`src/rtl/cpu_types_pkg.sv`:
```
// Shared CPU datapath types: word/register aliases, writeback-source select and MEM-stage FSM states.
package cpu_types_pkg;

    localparam int unsigned WORD_W = 32;
    localparam int unsigned REG_W  = 5;

    typedef logic [WORD_W-1:0] word_t;
    typedef logic [REG_W-1:0]  regbits_t;

    typedef enum logic [1:0] {
        WDAT_ALU  = 2'd0,
        WDAT_LOAD = 2'd1,
        WDAT_NPC  = 2'd2,
        WDAT_LUI  = 2'd3
    } wdatselect_t;

    typedef enum logic [1:0] {
        MS_IDLE   = 2'd0,
        MS_WAIT   = 2'd1,
        MS_HALTED = 2'd2
    } memstate_t;

endpackage

```
`src/rtl/mem_stage_if.sv`:
```
// Bundle of every non-clock signal of the memory stage: EX/MEM inputs, cache request/response, MEM/WB outputs.
interface mem_stage_if
    import cpu_types_pkg::*;
#(
    parameter int unsigned STALL_CNT_W = 16
);
    logic                   enable;
    logic                   flush;
    word_t                  ex_port_o;
    word_t                  ex_rdat2;
    word_t                  ex_npc;
    word_t                  ex_lui_word;
    wdatselect_t            ex_wdatsel;
    regbits_t               ex_wsel;
    logic                   ex_dREN;
    logic                   ex_dWEN;
    logic                   ex_WEN;
    logic                   ex_halt;
    logic                   dhit;
    word_t                  dmemload;
    logic                   dmemREN;
    logic                   dmemWEN;
    word_t                  dmemaddr;
    word_t                  dmemstore;
    logic                   mem_stall;
    word_t                  wb_wdat;
    regbits_t               wb_wsel;
    logic                   wb_WEN;
    logic                   wb_halt;
    logic [STALL_CNT_W-1:0] stall_cycles;

    modport mem (
        input  enable, flush, ex_port_o, ex_rdat2, ex_npc, ex_lui_word, ex_wdatsel,
               ex_wsel, ex_dREN, ex_dWEN, ex_WEN, ex_halt, dhit, dmemload,
        output dmemREN, dmemWEN, dmemaddr, dmemstore, mem_stall,
               wb_wdat, wb_wsel, wb_WEN, wb_halt, stall_cycles
    );

    modport tb (
        output enable, flush, ex_port_o, ex_rdat2, ex_npc, ex_lui_word, ex_wdatsel,
               ex_wsel, ex_dREN, ex_dWEN, ex_WEN, ex_halt, dhit, dmemload,
        input  dmemREN, dmemWEN, dmemaddr, dmemstore, mem_stall,
               wb_wdat, wb_wsel, wb_WEN, wb_halt, stall_cycles
    );

endinterface

```
`src/rtl/memwb_reg.sv`:
```
// MEM/WB pipeline register: halt-hold, freeze on enable=0, bubble insertion, or capture.
module memwb_reg
    import cpu_types_pkg::*;
(
    input  logic     CLK,
    input  logic     RST,
    input  logic     i_halted,
    input  logic     i_enable,
    input  logic     i_bubble,
    input  word_t    i_wdat,
    input  regbits_t i_wsel,
    input  logic     i_wen,
    input  logic     i_halt,
    output word_t    o_wdat,
    output regbits_t o_wsel,
    output logic     o_wen,
    output logic     o_halt
);

    word_t    r_wdat;
    regbits_t r_wsel;
    logic     r_wen;
    logic     r_halt;

    // Bubble keeps wdat so only the control fields toggle on a squashed slot
    always_ff @(posedge CLK) begin
        if (RST) begin
            r_wdat <= '0;
            r_wsel <= '0;
            r_wen  <= 1'b0;
            r_halt <= 1'b0;
        end else if (i_halted) begin
            r_wen  <= 1'b0;
            r_halt <= 1'b1;
        end else if (!i_enable) begin
            r_wdat <= r_wdat;
        end else if (i_bubble) begin
            r_wsel <= '0;
            r_wen  <= 1'b0;
            r_halt <= 1'b0;
        end else begin
            r_wdat <= i_wdat;
            r_wsel <= i_wsel;
            r_wen  <= i_wen & (i_wsel != '0);
            r_halt <= i_halt;
        end
    end

    assign o_wdat = r_wdat;
    assign o_wsel = r_wsel;
    assign o_wen  = r_wen;
    assign o_halt = r_halt;

endmodule

```
`src/rtl/mem_stage.sv`:
```
// Memory stage: drives data-cache requests, stalls until dhit, feeds MEM/WB and tracks halt and stall cycles.
module mem_stage
    import cpu_types_pkg::*;
#(
    parameter int unsigned STALL_CNT_W = 16
)(
    input  logic       CLK,
    input  logic       RST,
    mem_stage_if.mem   bus
);

    memstate_t              r_state;
    logic [STALL_CNT_W-1:0] r_stall_cycles;

    logic     w_ren;
    logic     w_wen;
    word_t    w_addr;
    word_t    w_store;
    logic     w_stall;
    logic     w_halted;
    word_t    w_wdat_sel;
    word_t    w_wb_wdat;
    regbits_t w_wb_wsel;
    logic     w_wb_wen;
    logic     w_wb_halt;

    assign w_halted = (r_state == MS_HALTED);

    // Cache request; a store wins over a load when both are flagged
    always_comb begin
        w_ren   = 1'b0;
        w_wen   = 1'b0;
        w_addr  = '0;
        w_store = '0;
        if (!w_halted) begin
            w_wen   = bus.ex_dWEN;
            w_ren   = bus.ex_dREN & ~bus.ex_dWEN;
            w_addr  = bus.ex_port_o;
            w_store = bus.ex_rdat2;
        end
    end

    assign w_stall = (w_ren | w_wen) & ~bus.dhit;

    always_comb begin
        w_wdat_sel = bus.ex_port_o;
        case (bus.ex_wdatsel)
            WDAT_ALU:  w_wdat_sel = bus.ex_port_o;
            WDAT_LOAD: w_wdat_sel = bus.dmemload;
            WDAT_NPC:  w_wdat_sel = bus.ex_npc;
            WDAT_LUI:  w_wdat_sel = bus.ex_lui_word;
            default:   w_wdat_sel = bus.ex_port_o;
        endcase
    end

    // HALTED is absorbing; WAIT is held by the frozen EX/MEM latch until dhit
    always_ff @(posedge CLK) begin
        if (RST) begin
            r_state <= MS_IDLE;
        end else begin
            case (r_state)
                MS_IDLE: begin
                    if (w_stall)
                        r_state <= MS_WAIT;
                    else if (bus.ex_halt && bus.enable)
                        r_state <= MS_HALTED;
                end
                MS_WAIT: begin
                    if (bus.dhit)
                        r_state <= MS_IDLE;
                end
                MS_HALTED: r_state <= MS_HALTED;
                default:   r_state <= MS_IDLE;
            endcase
        end
    end

    // Saturating count of stalled edges, independent of enable
    always_ff @(posedge CLK) begin
        if (RST)
            r_stall_cycles <= '0;
        else if (w_stall && (r_stall_cycles != '1))
            r_stall_cycles <= r_stall_cycles + STALL_CNT_W'(1);
    end

    memwb_reg u_memwb (
        .CLK      (CLK),
        .RST      (RST),
        .i_halted (w_halted),
        .i_enable (bus.enable),
        .i_bubble (bus.flush | w_stall),
        .i_wdat   (w_wdat_sel),
        .i_wsel   (bus.ex_wsel),
        .i_wen    (bus.ex_WEN),
        .i_halt   (bus.ex_halt),
        .o_wdat   (w_wb_wdat),
        .o_wsel   (w_wb_wsel),
        .o_wen    (w_wb_wen),
        .o_halt   (w_wb_halt)
    );

    assign bus.dmemREN      = w_ren;
    assign bus.dmemWEN      = w_wen;
    assign bus.dmemaddr     = w_addr;
    assign bus.dmemstore    = w_store;
    assign bus.mem_stall    = w_stall;
    assign bus.wb_wdat      = w_wb_wdat;
    assign bus.wb_wsel      = w_wb_wsel;
    assign bus.wb_WEN       = w_wb_wen;
    assign bus.wb_halt      = w_wb_halt;
    assign bus.stall_cycles = r_stall_cycles;

endmodule

```
`src/flat_wrapper.sv`:
```
// flat-port wrapper written by rule: the top's interface ports become plain ports
module mem_stage_flat import cpu_types_pkg::*;
#(
    parameter int unsigned STALL_CNT_W = 16
)
  (CLK, RST, bus_enable, bus_flush, bus_ex_port_o, bus_ex_rdat2, bus_ex_npc, bus_ex_lui_word, bus_ex_wdatsel, bus_ex_wsel, bus_ex_dREN, bus_ex_dWEN, bus_ex_WEN, bus_ex_halt, bus_dhit, bus_dmemload, bus_dmemREN, bus_dmemWEN, bus_dmemaddr, bus_dmemstore, bus_mem_stall, bus_wb_wdat, bus_wb_wsel, bus_wb_WEN, bus_wb_halt, bus_stall_cycles);
  mem_stage_if #(.STALL_CNT_W(STALL_CNT_W)) bus_i ();
  input  logic CLK;
  input  logic RST;
  input wire logic [$bits(bus_i.enable)-1:0] bus_enable;
  input wire logic [$bits(bus_i.flush)-1:0] bus_flush;
  input wire logic [$bits(bus_i.ex_port_o)-1:0] bus_ex_port_o;
  input wire logic [$bits(bus_i.ex_rdat2)-1:0] bus_ex_rdat2;
  input wire logic [$bits(bus_i.ex_npc)-1:0] bus_ex_npc;
  input wire logic [$bits(bus_i.ex_lui_word)-1:0] bus_ex_lui_word;
  input wire logic [$bits(bus_i.ex_wdatsel)-1:0] bus_ex_wdatsel;
  input wire logic [$bits(bus_i.ex_wsel)-1:0] bus_ex_wsel;
  input wire logic [$bits(bus_i.ex_dREN)-1:0] bus_ex_dREN;
  input wire logic [$bits(bus_i.ex_dWEN)-1:0] bus_ex_dWEN;
  input wire logic [$bits(bus_i.ex_WEN)-1:0] bus_ex_WEN;
  input wire logic [$bits(bus_i.ex_halt)-1:0] bus_ex_halt;
  input wire logic [$bits(bus_i.dhit)-1:0] bus_dhit;
  input wire logic [$bits(bus_i.dmemload)-1:0] bus_dmemload;
  output wire logic [$bits(bus_i.dmemREN)-1:0] bus_dmemREN;
  output wire logic [$bits(bus_i.dmemWEN)-1:0] bus_dmemWEN;
  output wire logic [$bits(bus_i.dmemaddr)-1:0] bus_dmemaddr;
  output wire logic [$bits(bus_i.dmemstore)-1:0] bus_dmemstore;
  output wire logic [$bits(bus_i.mem_stall)-1:0] bus_mem_stall;
  output wire logic [$bits(bus_i.wb_wdat)-1:0] bus_wb_wdat;
  output wire logic [$bits(bus_i.wb_wsel)-1:0] bus_wb_wsel;
  output wire logic [$bits(bus_i.wb_WEN)-1:0] bus_wb_WEN;
  output wire logic [$bits(bus_i.wb_halt)-1:0] bus_wb_halt;
  output wire logic [$bits(bus_i.stall_cycles)-1:0] bus_stall_cycles;
  assign bus_i.enable = bus_enable;
  assign bus_i.flush = bus_flush;
  assign bus_i.ex_port_o = bus_ex_port_o;
  assign bus_i.ex_rdat2 = bus_ex_rdat2;
  assign bus_i.ex_npc = bus_ex_npc;
  assign bus_i.ex_lui_word = bus_ex_lui_word;
  assign bus_i.ex_wdatsel = bus_ex_wdatsel;
  assign bus_i.ex_wsel = bus_ex_wsel;
  assign bus_i.ex_dREN = bus_ex_dREN;
  assign bus_i.ex_dWEN = bus_ex_dWEN;
  assign bus_i.ex_WEN = bus_ex_WEN;
  assign bus_i.ex_halt = bus_ex_halt;
  assign bus_i.dhit = bus_dhit;
  assign bus_i.dmemload = bus_dmemload;
  assign bus_dmemREN = bus_i.dmemREN;
  assign bus_dmemWEN = bus_i.dmemWEN;
  assign bus_dmemaddr = bus_i.dmemaddr;
  assign bus_dmemstore = bus_i.dmemstore;
  assign bus_mem_stall = bus_i.mem_stall;
  assign bus_wb_wdat = bus_i.wb_wdat;
  assign bus_wb_wsel = bus_i.wb_wsel;
  assign bus_wb_WEN = bus_i.wb_WEN;
  assign bus_wb_halt = bus_i.wb_halt;
  assign bus_stall_cycles = bus_i.stall_cycles;
  mem_stage #(.STALL_CNT_W(STALL_CNT_W)) u_core (.CLK(CLK), .RST(RST), .bus(bus_i));
endmodule
```
`config.mk`:
```
export PLATFORM = sky130hd
export DESIGN_NAME = mem_stage_flat
export DESIGN_NICKNAME = d
export VERILOG_FILES = /design/src/rtl/cpu_types_pkg.sv /design/src/rtl/mem_stage_if.sv /design/src/rtl/memwb_reg.sv /design/src/rtl/mem_stage.sv /design/src/flat_wrapper.sv
export SDC_FILE = /design/constraint.sdc
export NUM_CORES = 1
export LEC_CHECK = 0
export ABC_AREA = 1
export CAP_MARGIN = 20
export CORE_AREA = 2 2 116 118
export CTS_CLUSTER_DIAMETER = 200
export DETAILED_ROUTE_END_ITERATION = 12
export DIE_AREA = 0 0 118 120
export GPL_TIMING_DRIVEN = 0
export PLACE_DENSITY = 0.72
export SLEW_MARGIN = 25
export SYNTH_ARGS = -nofsm -noshare
export SYNTH_HDL_FRONTEND = slang
export SYNTH_SLANG_ARGS = --single-unit
```
`constraint.sdc`:
```
create_clock -name CLK -period 1.65 [get_ports CLK]
set_input_delay 0.165 -clock CLK [delete_from_list [all_inputs] [get_ports CLK]]
set_output_delay 0.165 -clock CLK [all_outputs]
set_load 0.1 [all_outputs]
```
==> Word level (Yosys, flattened, before mapping) <==
Cells that the tools add are included.
{ "op_classes": {"add_sub_neg": 1, "multipliers": 0, "div_mod_pow": 0, "magnitude_cmp": 0, "n_eq_ne": 8, "shift": 0, "mux": 14, "n_bitwise": 9, "n_reduce_logical": 10} }
{ "ops": {"columns": ["cell", "n"], "rows": [
  ["case mux 32 bit (4 select lines)", 1],
  ["two-way mux 32 bit", 2],
  ["adder 16 x 1 -> 16 bit, second input constant", 1],
  ["inequality test 16 bit, second input constant", 1],
  ["== test 2 bit, second input constant", 3],
  ["two-way mux 1 bit", 6],
  ["two-way mux 2 bit", 3],
  ["case mux 2 bit (3 select lines)", 1],
  ["two-way mux 5 bit", 1],
  ["nonzero test 5 bit", 1],
  ["== test 2 x 1 -> 1 bit, second input constant", 2],
  ["logical NOT 2 bit", 2],
  ["inverter 1 bit", 4],
  ["AND reduction 2 bit", 2],
  ["bitwise AND 1 bit", 3],
  ["inequality test 3 x 1 -> 1 bit, second input constant", 1],
  ["AND reduction 3 bit", 1],
  ["logical AND 1 bit", 2],
  ["inequality test 2 bit, second input constant", 1],
  ["bitwise OR 1 bit", 2],
  ["nonzero test 2 bit", 1],
  ["OR reduction 2 bit", 1]
]} }
{ "totals": {"reg_bits": 57, "latch_bits": 0, "mem_bits_rw": 0, "rom_bits": 0, "input_bits": 176, "out_inout_bits": 122, "word_cells": 48, "mem_count": 0} }

==> Logic depth before layout (Yosys ltp) <==
{ "depth": {"depth_word": 9, "mapped_depth": 9, "depth_no_buf": 9} }

==> By module <==
Synthesis repeated with hierarchy kept, for this count alone.
{ "unflattened": {"cells_unflattened": 662, "area_unflattened_um2": 3763.6} }
{ "modules_own_cells": {"columns": ["mod", "n_inst", "cells_each", "area_each_um2"], "rows": [
  ["mem_stage", 1, 482, 2356.0],
  ["memwb_reg", 1, 180, 1407.6]
]} }

==> Least setup slack after synthesis <==
OpenSTA, ideal clock, no wires.
{ "synth_timing": {"path_type": "reg-to-output", "from": "register u_core.r_state[0]", "to": "output port bus_dmemWEN", "arrival_ns": 2.089, "required_ns": 1.485, "path_slack_ns": -0.604, "stages_incl_launch_ff": 7, "path_cell_list": "dfxtp_1 -> inv_2 -> nand2_4 -> inv_2 -> buf_2 -> buf_2 -> nor2_1"} }
{ "synth_between": {"elab_chain_cells": 2} }
{ "synth_lines": {"columns": ["item", "line_no", "text"], "rows": [
  ["start: declaration", "mem_stage.sv:12", "memstate_t r_state;"],
  ["start signal: assignment", "mem_stage.sv:59", "r_state <= MS_IDLE;"],
  ["start signal: assignment", "mem_stage.sv:64", "r_state <= MS_WAIT;"],
  ["start signal: assignment", "mem_stage.sv:66", "r_state <= MS_HALTED;"],
  ["== test 2 bit", "mem_stage.sv:27", "assign w_halted = (r_state == MS_HALTED);"],
  ["two-way mux 1 bit", "mem_stage.sv:35", "if (!w_halted) begin"],
  ["end: declaration", "flat_wrapper.sv:25", "output wire logic [$bits(bus_i.dmemWEN)-1:0] bus_dmemWEN;"]
]} }
No other way between the ends.

==> Worst setup path in the final report <==
{ "layout_timing": {"from": "register u_core.r_state[0]", "to": "output port bus_dmemstore[18]"} }
{ "layout_between": {"elab_chain_cells": 2} }
{ "layout_lines": {"columns": ["item", "line_no", "text"], "rows": [
  ["== test 2 bit", "mem_stage.sv:27", null],
  ["two-way mux 32 bit", "mem_stage.sv:35", null],
  ["end: declaration", "flat_wrapper.sv:27", "output wire logic [$bits(bus_i.dmemstore)-1:0] bus_dmemstore;"]
]} }
No other way between the ends.

==> impl_metrics.ini <==
[status]
run_status = finished with violations
failed_checks = setup timing

[drt]
vias = 5304
via_per_inst = 4.588
routed_wirelength_um = 17890
detail_route.first_pass.iterations = 4
initialDrtViolationCount = 242
drc_errors = 0
wl_per_cell_um = 15.47
antenna_violating_nets_post_route = 0

[power_and_ir_drop]
power.leakage_uw = 0.003554
cellPowerDensity_nw_per_um2 = 797.7
worst_ir_drop_vdd_mv = 0.5996

[yosys]
synth_edf_count = 0
yosys-top-cells-count = sky130_fd_sc_hd__nand2_1 (255), sky130_fd_sc_hd__nor2_1 (92), sky130_fd_sc_hd__inv_1 (82)
seq_area_frac_synth_pct = 29.80
yosysWarningCount = 0
post_synthesis_xor_xnor_area_fraction_pct = 1.373
synth_compound_area_share_pct = 9.412
syn-mean-instance-area_um2 = 5.819
main_combinational_cell_family_by_area_after_synthesis = simple AND/OR/NAND/NOR gates
gate_count_post_synth = 658
asyncSetResetFlopFracSynth_pct = 0
synth_adder_area_share_pct = 0.3268
yosys.area_share.simple_pct = 45.42
synthesis.nets = 835
ys_ff_latch = 57
synthMostInstantiatedCell = sky130_fd_sc_hd__nand2_1
synthDominantAreaCellType = sky130_fd_sc_hd__dfxtp_1
synth.area.mux_share_pct = 0
syn-cell-area_um2 = 3829
most_frequently_used_flop_master_after_synthesis = sky130_fd_sc_hd__dfxtp_1
synth.distinct_cells = 32
area_contributors_post_synth = sky130_fd_sc_hd__dfxtp_1 (30%), sky130_fd_sc_hd__nand2_1 (25%), sky130_fd_sc_hd__nor2_1 (9.0%)
yosysTopAreaCellShare_pct = 29.80

[worst_setup_path]
worst_path_dominant_cell_family = buffers and inverters
timing_worst_setup_path_type = flip-flop to output port
worst_ep_required_time_ns = 1.48
standard_cell_with_the_maximum_stage_delay_on_the_critical_path = sky130_fd_sc_hd__dfxtp_2
cp-start-kind = flip-flop
cp_data_arrival_time_ns = 1.50
worst-path-max-fanout = 10
crit_buf_inv = 5
crit_chain = inv_4 -> nand2_4 -> inv_8 -> buf_12 -> buf_12 -> nor2_4 -> buf_12
cp_common_cell = sky130_fd_sc_hd__buf_12
crit_path_max_incr_delay_ns = 0.35
critPathCaptureType = output port

[global_route]
grt_max_degree = 11
grt_first_pass_wirelength_um = 26840
grt_util_all_layers_pct = 24.05
antenna_violations_before_repair = 0
grt_overflow = 0
grt_pass1_vias = 5139

[finish]
net_count_of_the_finished_layout = 1152
antenna_cells_inserted = 0
layout-drive-gt1-share_pct = 29.69
syn_to_final_growth_pct = 125.5
finalInstanceArea_um2 = 8635
layout.core_utilization_pct = 66.52

[sta]
fin_skew_ns = 0.005924
report.final.hold_viol_count = 0
worst_slack_ns = -0.01040
worst_slew_margin_pct = 54.13
period_minus_slack_ns = 1.660
worstMarginPinSlew_ns = 0.6880
finalSetupTns_ns = -0.01171
timing.final.max_slew_violations = 0
period_share_pct = 100.6
max_freq_mhz = 602.3
unrepaired_setup_endpoints_after_global_routing = true
setup_viol = 2

[clock_tree]
cts_num_sinks = 57
root_buffer = sky130_fd_sc_hd__clkbuf_16
clock_path_buffers = 2
count_of_hold_buffers_inserted_by_post_cts_repair = 0
clkSlewWorstSetupHoldPaths_ns = 0.05
tritoncts = done
clkLatencyLatePin_ns = 0.32
cts.htree.levels = 3
cts_made_buffers = 9

[floorplan]
fp.dieArea_um2 = 14160
placeableCoreArea_um2 = 12980
i_o_pin_count = 298
floorplan.die.height_um = 120
rows = 42
die-width_um = 118
starting_utilization_of_the_core_area_pct = 29.50

[place]
routabilityCongestion = 0.9528
dpl-instance-area_um2 = 7512
dp_hpwl_um = 13800
port-buffer-count = 297

[run]
drv.max_cap_violation_count = 0

[min_path]
worst_hold_path_type = input pin to flip-flop
## routing by layer
layer	up-vias	track usage, %	share of wire (%)
met5	-	0	0
met3	26	5.798	6.5
met1	2422	28.71	39
li1	2671	-	-
met2	185	43.10	52
met4	0	6.401	2.0
## registers in the layout, indices dropped and copies added (netlist names)
signal,flops
u_core.u_memwb.o_wdat,32
u_core.bus.stall_cycles,16
u_core.u_memwb.o_wsel,5
u_core.r_state,2
u_core.u_memwb.o_halt,1
u_core.u_memwb.o_wen,1
## cells in the final DEF, fill, tap and decap left out, types with 2 or more instances in the layout
cell / synthesis / final
sky130_fd_sc_hd__dfxtp_1: 57 / 39
sky130_fd_sc_hd__buf_2: 21 / 16
sky130_fd_sc_hd__clkbuf_16: 0 / 10
sky130_fd_sc_hd__nand3_1: 11 / 11
sky130_fd_sc_hd__dfxtp_4: 0 / 7
sky130_fd_sc_hd__clkbuf_8: 0 / 4
sky130_fd_sc_hd__xnor2_1: 2 / 2
sky130_fd_sc_hd__buf_12: 0 / 50
sky130_fd_sc_hd__clkinv_2: 0 / 2
sky130_fd_sc_hd__a21oi_1: 40 / 40
sky130_fd_sc_hd__clkdlybuf4s15_2: 0 / 52
sky130_fd_sc_hd__clkbuf_1: 4 / 4
sky130_fd_sc_hd__nand2_2: 6 / 6
sky130_fd_sc_hd__nor2_2: 7 / 6
sky130_fd_sc_hd__nor3_1: 2 / 2
sky130_fd_sc_hd__clkdlybuf4s50_1: 0 / 175
sky130_fd_sc_hd__nor2_4: 2 / 68
sky130_fd_sc_hd__inv_1: 82 / 82
sky130_fd_sc_hd__buf_16: 0 / 2
sky130_fd_sc_hd__nand4_1: 37 / 37
sky130_fd_sc_hd__nand2_1: 255 / 255
sky130_fd_sc_hd__inv_2: 5 / 3
sky130_fd_sc_hd__buf_4: 0 / 7
sky130_fd_sc_hd__xor2_1: 4 / 4
sky130_fd_sc_hd__o21ai_0: 2 / 2
sky130_fd_sc_hd__a21oi_2: 10 / 10
sky130_fd_sc_hd__clkbuf_2: 0 / 3
sky130_fd_sc_hd__buf_6: 5 / 24
sky130_fd_sc_hd__buf_1: 2 / 2
sky130_fd_sc_hd__nor2_1: 92 / 27
sky130_fd_sc_hd__dfxtp_2: 0 / 11
## tightest hold or removal path, cell delays in order
cell and delay, ns:
sky130_fd_sc_hd__clkdlybuf4s50_1 0.40, sky130_fd_sc_hd__nand4_1 0.08, sky130_fd_sc_hd__a21oi_1 0.06
## where the power goes
part	switching, uW	leakage (uW)	internal, uW
Combinational	2270	0.00293	1280
Sequential	34.5	0.000473	1430
Clock	628	0.000150	1250
## area by class of cell
class                   count  area [um2]
plain buffers              32       286.5
flip-flops and latches     57        1181
repair buffers            306        3640
inverters                  89       349.1
clock inverters             3       40.04
well taps                 176       220.2
multi-input cells         480        2658
fillers                  1154        4345
clock buffers              13       260.3
## through the flow
step	total power [uW]	setup WS (ns)	hold WS [ns]	std cells
finish	6888	-0.01040	0.4335	1156
global route	7136	-0.06658	0.4411	1156
CTS	6718	0.0001492	0.4221	1153
detailed placement	4595	-0.9617	0.4549	1131
global placement	4594	-1.123	0.4513	1131
floorplan	3609	-0.4382	0.2594	658
## path summary, 6_finish.rpt
kind	end	slack, ns	startpoint	cells past startpoint
worst max-delay path	bus_dmemstore[18]	-0.01	u_core.r_state[0]	7
worst min-delay path	u_core.u_memwb.o_wen	0.43	bus_ex_WEN	3
worst max register to register	u_core.bus.stall_cycles[11]	0.10	u_core.r_state[0]	10
worst min register to register	u_core.u_memwb.o_wdat[27]	0.46	u_core.u_memwb.o_wdat[27]	2
## kinds of logic (layout without fill, tap and decap cells)
kind of cell	after synthesis	in the layout
adders and majority gates	1	1
and+or+nand+nor	415	415
buffers and inverters	121	443
xor gates and xnor gates	6	6
AOI/OAI and AO/OA	58	58
DFF	57	57
## repair_timing
item                                    in CTS  in global routing
cloned                                       2                  1
endpoints found under the setup margin     122                 55
resized for setup                          691                 78
pin swaps                                    2                  2
setup buffers                                4                  2
Note: power is estimated with default switching activity, not from simulation.
